## src/rtl/rep3_serial_tx.sv

```systemverilog
// Triple-repetition serial transmitter: shifts a parallel word out MSB first, each bit on three cycles.
// Optional even-parity triplet appended after the LSB when REP3_PARITY_EN is defined.
module rep3_serial_tx #(
    parameter int DATA_W = 8
) (
    input  logic              clk,
    input  logic              rst_n,
    input  logic              in_valid,
    output logic              in_ready,
    input  logic [DATA_W-1:0] in_data,
    input  logic              inj_en,
    input  logic [1:0]        inj_sel,
    output logic              tx_bit,
    output logic              tx_valid,
    output logic              tx_first,
    output logic              tx_last
);

`ifdef REP3_PARITY_EN
    localparam int FRAME_BITS = DATA_W + 1;
`else
    localparam int FRAME_BITS = DATA_W;
`endif
    localparam int BW = (FRAME_BITS > 1) ? $clog2(FRAME_BITS) : 1;
    localparam logic [BW-1:0] LAST_BIT = BW'(FRAME_BITS - 1);

    typedef enum logic [0:0] {IDLE = 1'b0, SEND = 1'b1} state_t;

`ifdef REP3_PARITY_EN
    function automatic logic even_parity(input logic [DATA_W-1:0] d);
        return ^d;
    endfunction
`endif

    function automatic logic [FRAME_BITS-1:0] build_frame(input logic [DATA_W-1:0] d);
`ifdef REP3_PARITY_EN
        return {d, even_parity(d)};
`else
        return d;
`endif
    endfunction

    state_t                state_r, state_s;
    logic [FRAME_BITS-1:0] shift_r, shift_s;
    logic [1:0]            rep_r, rep_s;
    logic [BW-1:0]         bit_r, bit_s;
    logic                  inj_act_r, inj_act_s;
    logic [1:0]            inj_sel_r, inj_sel_s;
    logic                  accept_s;
    logic                  valid_s, first_s, last_s, sym_s, ready_s;

    // Next-state and next-output computation; outputs are registered from these values.
    always_comb begin
        state_s   = state_r;
        shift_s   = shift_r;
        rep_s     = rep_r;
        bit_s     = bit_r;
        inj_act_s = inj_act_r;
        inj_sel_s = inj_sel_r;
        accept_s  = in_valid && in_ready;

        case (state_r)
            IDLE: begin
                if (accept_s) begin
                    state_s = SEND;
                end else begin
                    state_s = IDLE;
                end
            end
            SEND: begin
                if (tx_last) begin
                    if (accept_s) begin
                        state_s = SEND;
                    end else begin
                        state_s = IDLE;
                        rep_s   = 2'd0;
                        bit_s   = {BW{1'b0}};
                        shift_s = {FRAME_BITS{1'b0}};
                    end
                end else if (rep_r == 2'd2) begin
                    rep_s   = 2'd0;
                    bit_s   = bit_r + BW'(1);
                    shift_s = {shift_r[FRAME_BITS-2:0], 1'b0};
                end else begin
                    rep_s = rep_r + 2'd1;
                end
            end
            default: begin
                state_s = IDLE;
            end
        endcase

        // Acceptance overrides the stepping above, both from IDLE and on the last symbol.
        if (accept_s) begin
            shift_s   = build_frame(in_data);
            rep_s     = 2'd0;
            bit_s     = {BW{1'b0}};
            inj_act_s = inj_en && (inj_sel != 2'd3);
            inj_sel_s = inj_sel;
        end else begin
            inj_act_s = inj_act_s;
        end

        valid_s = (state_s == SEND);
        first_s = valid_s && (rep_s == 2'd0) && (bit_s == {BW{1'b0}});
        last_s  = valid_s && (rep_s == 2'd2) && (bit_s == LAST_BIT);
        sym_s   = valid_s && (shift_s[FRAME_BITS-1] ^ (inj_act_s && (inj_sel_s == rep_s)));
        ready_s = (state_s == IDLE) || last_s;
    end

    // State, counters and registered outputs.
    always_ff @(posedge clk or negedge rst_n) begin
        if (!rst_n) begin
            state_r   <= IDLE;
            shift_r   <= {FRAME_BITS{1'b0}};
            rep_r     <= 2'd0;
            bit_r     <= {BW{1'b0}};
            inj_act_r <= 1'b0;
            inj_sel_r <= 2'd0;
            tx_bit    <= 1'b0;
            tx_valid  <= 1'b0;
            tx_first  <= 1'b0;
            tx_last   <= 1'b0;
            in_ready  <= 1'b0;
        end else begin
            state_r   <= state_s;
            shift_r   <= shift_s;
            rep_r     <= rep_s;
            bit_r     <= bit_s;
            inj_act_r <= inj_act_s;
            inj_sel_r <= inj_sel_s;
            tx_bit    <= sym_s;
            tx_valid  <= valid_s;
            tx_first  <= first_s;
            tx_last   <= last_s;
            in_ready  <= ready_s;
        end
    end

endmodule

```

## config.mk

```make
export PLATFORM = sky130hd
export DESIGN_NAME = rep3_serial_tx
export DESIGN_NICKNAME = d
export VERILOG_FILES = /design/src/rtl/rep3_serial_tx.sv
export SDC_FILE = /design/constraint.sdc
export NUM_CORES = 1
export LEC_CHECK = 0
export CAP_MARGIN = 30
export CORE_MARGIN = 4
export CORE_UTILIZATION = 51
export DETAILED_ROUTE_END_ITERATION = 8
export GPL_TIMING_DRIVEN = 1
export PLACE_DENSITY = 0.89
export SLEW_MARGIN = 15
export SYNTH_ARGS = -nofsm -noshare
export SYNTH_HDL_FRONTEND = slang
export SYNTH_SLANG_ARGS = --single-unit
```

## constraint.sdc

```tcl
create_clock -name clk -period 2.1 [get_ports clk]
set_input_delay 0.315 -clock clk [delete_from_list [all_inputs] [get_ports clk]]
set_output_delay 0.315 -clock clk [all_outputs]
set_load 0.1 [all_outputs]
```

Word-level counts from Yosys, hierarchy flattened
Index checks and enable logic that the tools add are counted.

word-level totals
  bits in registers = 21
  bits in latches = 0
  RAM bits = 0
  memory bits (read-only) = 0
  bits of input ports = 14
  output and inout bits = 5
  word-level logic and storage cells = 52
  memories kept = 0

cells by class
  $add $sub $neg = 2
  multiply operators = 0
  div/mod/pow operators = 0
  magnitude comparators = 0
  equal/unequal tests = 5
  shift-type cells = 0
  multiplexer cells = 17
  bitwise operators = 3
  reductions and logical operators = 14

operators with widths
  cell                                                           count
  8-bit two-way mux                                              4
  3-bit two-way mux                                              4
  2-bit two-way mux                                              5
  1-bit logical AND                                              8
  2-bit == test, second input constant                           2
  3-bit by 1-bit adder with 3-bit output, second input constant  1
  3-bit == test, second input constant                           1
  3-bit logical NOT                                              1
  1-bit two-way mux                                              3
  3-bit nonzero test                                             1
  2-bit by 1-bit adder with 2-bit output, second input constant  1
  2-bit == test                                                  1
  2-bit logical NOT                                              1
  2-bit != test, second input constant                           1
  1-bit inverter                                                 2
  1-bit case mux with 2 select lines                             1
  2-bit AND reduction                                            1
  2-bit nonzero test                                             1
  1-bit logical OR                                               1
  1-bit bitwise XOR                                              1

Logic depth before layout (Yosys ltp)
  depth after elaboration = 9
  mapped depth = 7
  mapped depth without buffers = 5

Worst setup path before layout
OpenSTA, ideal clock, no wires.

  kind = reg-to-reg
  from = reg state_r
  to = reg shift_r[2]
  setup time = 127 ps
  data arrival time = 1964 ps
  required time = 1973 ps
  slack = 8 ps
  stages on the path, launching flop included = 7
  buffers on the path = 2
  period minus slack after synthesis = 2092 ps
  cell sequence = dfrtp_1 > buf_4 > o21ai_1 > and2_1 > buf_6 > a222oi_1 > inv_1

between the ends
  word-level cells in the longest chain between the ends = 2

ends and longest elaborated chain
  what                                  line  text
  start: declaration                    43    state_t state_r, state_s;
  start signal: assignment              126   state_r <= state_s;
  2-bit nonzero test (no source line)   --
  2-bit AND reduction (no source line)  --
  end signal: assignment                115   shift_r <= {FRAME_BITS{1'b0}};
  end signal: assignment                127   shift_r <= shift_s;
  end: declaration                      44    logic [FRAME_BITS-1:0] shift_r, shift_s;

Every way passes these cells.
A chain may end at the register's enable or synchronous reset.

Worst setup path in the final report
  from = reg state_r
  to = reg tx_bit

between the ends
  word-level cells in the longest chain between the ends = 6
  elaborated cells between the ends (all ways) = 10
  classes of those cells = eq/ne: 1; mux: 5; bitwise: 2; reduce/logical: 2

ends and longest elaborated chain
  what                    line  text
  2-bit two-way mux       62    case (state_r)
  2-bit two-way mux       94    if (accept_s) begin
  2-bit == test           107   sym_s = valid_s && (shift_s[FRAME_BITS-1] ^ (inj_act_s && (inj_sel_s == rep_s)));
  1-bit logical AND       107
  1-bit bitwise XOR       107
  1-bit logical AND *     107
  named net sym_s         50    logic valid_s, first_s, last_s, sym_s, ready_s;
  end signal: assignment  132   tx_bit <= sym_s;
  end: declaration        13    output logic tx_bit,

Mark *: on every way through the listed nets, which the timed path passes. The rest lies on a longest branch. The select of a mux whose other input is x is not followed.

==> results.md <==
- The type of element capturing the critical path is a register.
- Summing all flip-flop and latch instances after layout gives ~530 sq um.
- Compared with the post-synthesis result, the final layout area differs by 18.0%.
- The arrival time at the worst endpoint is slightly below 2000 ps.
- Among all stages on the critical path, the largest delay is contributed by dfrtp_1.
- The wire length per cell after detailed routing is ~14 microns.
- Summing every instance area after synthesis gives approximately 0.0011 sq mm.
- After synthesis, the cell types taking the most area are dfrtp_1 48%, a222oi_1 5.5%, nand2_1 4.2%.
- The headroom to the max-slew limit is 0.718.
- The synthesized area per cell is approximately 11 sq um.
- Setup violations remaining at the end of the flow were counted as 0.
- The number of gates resized after cts is 0.
- The clock period could shrink to ~1700 ps.
- After detailed routing, the wire length on met1 is 925 microns.
- The number of flip-flops and latches in the synthesized netlist is 21.
- The setup check on the worst reg-to-reg path leaves a slack of roughly 380 ps.
- The worst-case IR drop observed on VDD is just over 0.0008 V.
- From left edge to right edge, the die measures 54.1 microns.
- In this run the top signal layer used is met4.
- The worst clock skew is around 1.7 ps.
- For this run, the register share of the synthesized area comes to 0.484.
- Measured in cells, the most critical reg-to-reg path has a length of 5.
- The number of search-and-repair iterations in the first detailed-routing pass is 4.
- The post-detailed-route DRC marker count is 0.
- The maximum frequency from static timing analysis is 581 MHz.
- The synthesized netlist contains 40 unique library cells.
- The required time at the worst-slack endpoint is 2320 ps.
- The worst setup path is of the register to register kind.
- The synthesized net count is approximately 120.
- After filler insertion, the fill cell instance count of the layout stands at 171.
- The transition time at the pin with the least slew margin is around 420 ps.
- The ratio of total power to cell area is roughly 1400 mW/mm^2.
- The maximum single-stage delay on the critical path is 570 ps.
- After clock tree synthesis, the clock-pin slew on the worst setup and hold paths is between 100 and 150 ps.
- The startpoint of the most critical register-to-register path is state_r.
- The chip height is about 54 microns.
- The starting density of the core is 0.547.
- The wire length of the first global-routing pass is roughly 3.6 mm.
- The worst setup slack after placement is ~88 ps.
- The worst setup path is launched from a register.
- The insertion delay to the later sink of the worst-skew pair is 300 ps.
- The H-tree depth is 1.
- The number of core rows is 16.
- The maximum count of clock buffers along a single path is 2.
- The top cell type's share of synthesized area is 0.484.
- The repair_antennas step left the layout with diodes totalling 0.
- The final setup TNS is 0 ps.
- At the end of the flow, the number of nets in the layout was approximately 140.
- The buffering stage count on the worst path with inverters included is 0.
- Once detailed placement completed, the half-perimeter wirelength came to between 1.5 and 2 mm.
- In this run the remaining antenna-violating nets after routing total 0.
- The top cell type by total area after synthesis is dfrtp_1.
- The die area is 0.00293 sq mm.
- Summed over all layers, the routed wires come to 2.14 mm.
- The share of the cycle needed by the critical path after routing is 0.819.
- The pin count of the biggest net entering global routing is 22.
- The first routing iteration left 34 violations.
- The cell sitting at the root of the clock tree is a clkbuf_4.
- The post-CTS setup repair buffer count is 0.
- The weighted congestion reported at the end of routability-driven placement is 0.756.
- The worst-path maximum fanout is 13.
- In the final layout, the multi-input gates occupy 470 sq um.
- Setup repair after global routing left no endpoint under its margin.
- The share of layout cells above drive strength 1 is 0.139.
- Global routing finished with a remaining overflow of 0.
- The count of buffers from port buffering is 18.
- The capturing point of the worst reg2reg path is tx_bit.
- The final number of max-transition violations is 0.
- The Yosys warning count is 0.
- The region available for standard cell placement spans just under 0.002 sq mm.
- The kind of cell with the highest combined delay on the critical path is simple AND/OR/NAND/NOR gates.
- CTS saw 21 sinks.
- The global-route usage over all layers is 0.172.
- Clock tree synthesis inserted a total of 3 buffers.
- The number of buffers inserted by hold repair at cts is 0.
- The number of vias in the routed layout is 851.
- The cell count after synthesis is approximately 100.
- The number of global-route vias before repair is roughly 830.
- The routed via count divided by cell count is between 5 and 6.
- The signal on the critical path passes through nor4b_2, nor4_1, nor3_1, o211ai_1, o31ai_2.
- The classification of the worst-slack hold path is input pin to async pin.
- The met2 wire length is about 1.1 mm.
- The flow ran to the end, and the final reports show no timing, DRC or antenna violations.
- The number of primary I/O pins is 19.
- The final count of hold timing violations is 0.
- After layout, the worst setup slack is roughly 380 ps.
- The CTS tree is built.
- The analysis attributes to cell leakage a power of around 0.63 nW.
- The initial antenna violation count came to 0.
- Max-cap violations in this run came to 0.
- Wire segments on met3 add up to about 100 microns in the final route.
-- through the flow --
step / hold slack (ps) / cell area [sq um] / power [W] / instances / utilization
final: 338 / 1280 / 0.00184 / 149 / 0.646
after global placement: 472 / 1250 / 0.00160 / 145 / 0.633
after floorplan: 19.4 / 1080 / 0.00148 / 103 / -
after detailed placement: 489 / 1250 / 0.00166 / 145 / 0.633
after CTS: 342 / 1280 / 0.00185 / 149 / 0.646
after global routing: 346 / 1280 / 0.00198 / 149 / 0.646
-- cells in the mapped netlist, drive strengths merged --
library cell  count
a211oi            1
a21oi             1
a222oi            6
a22o              2
a22oi             1
a31o              1
a41o              1
and2              5
and3              1
and3b             1
and4bb            1
buf               3
clkbuf            2
dfrtp            21
ha                1
inv              11
mux2i             1
nand2            12
nand2b            1
nand3             2
nand3b            1
nor2              4
nor2b             4
nor3              3
nor3b             1
nor4              2
nor4b             1
o2111a            1
o2111ai           1
o211ai            1
o21ai             2
o22ai             2
o31ai             1
or2b              2
xor2              2
-- per-layer routing --
layer	global-route usage	up-vias
met2	0.299	24
met1	0.208	413
met4	0.0871	0
met3	0.0194	5
met5	0	-
li1	-	409
-- cells by family after synthesis --
| group | count (synthesis) | synth area share |
|---|---|---|
| compound gates | 21 | 0.170 |
| buf+inv | 16 | 0.0819 |
| mux | 1 | 0.00923 |
| xor+xnor | 2 | 0.0162 |
| fa+ha+maj | 1 | 0.0115 |
| simple gates | 41 | 0.227 |
| flops | 21 | 0.484 |
-- report_power, final --
group | switching [W] | internal, W | total (W)
registers | 0.000141 | 0.000568 | 0.000710
clock network | 0.000117 | 0.0000742 | 0.000191
logic | 0.000573 | 0.000365 | 0.000938
-- registers in the layout (all words and copies together) (netlist names), 2 cells and up --
name       flops
rep_r          2
shift_r        8
bit_r          3
inj_sel_r      2
-- worst max path at each step --
stage | end | slack [ps] | depth (start not counted) | start
after floorplan | shift_r[2] | 8 | 6 | state_r
after global placement | tx_bit | 180 | 6 | in_valid
after detailed placement | tx_bit | 90 | 6 | in_valid
after CTS | tx_bit | 350 | 5 | state_r
after global routing | tx_bit | 230 | 5 | state_r
final | tx_bit | 380 | 5 | state_r
-- worst reg2reg max path, stage by stage (launching register included) --
cell and delay (ps):
dfrtp_1 570, nor4b_2 360, nor4_1 100, nor3_1 320
o211ai_1 180, o31ai_2 90
-- final cells by class --
class	count	area share
Multi-Input combinational cell	66	0.368
Sequential cell	21	0.411
Timing Repair Buffer	20	0.143
Tap cell	27	0.0264
Inverter	11	0.0323
Clock buffer	4	0.0205
-- layout by cell type, fill, tap and decap left out, drive strengths merged, types with 3 or more instances in the layout --
master         instances
nor3                   3
buf                    7
nor2                   4
clkdlybuf4s50         13
dfrtp                 21
nand2                 12
inv                   11
a222oi                 6
and2                   5
clkbuf                 4
nor2b                  4
No activity file was read; power rests on OpenSTA's default activity.
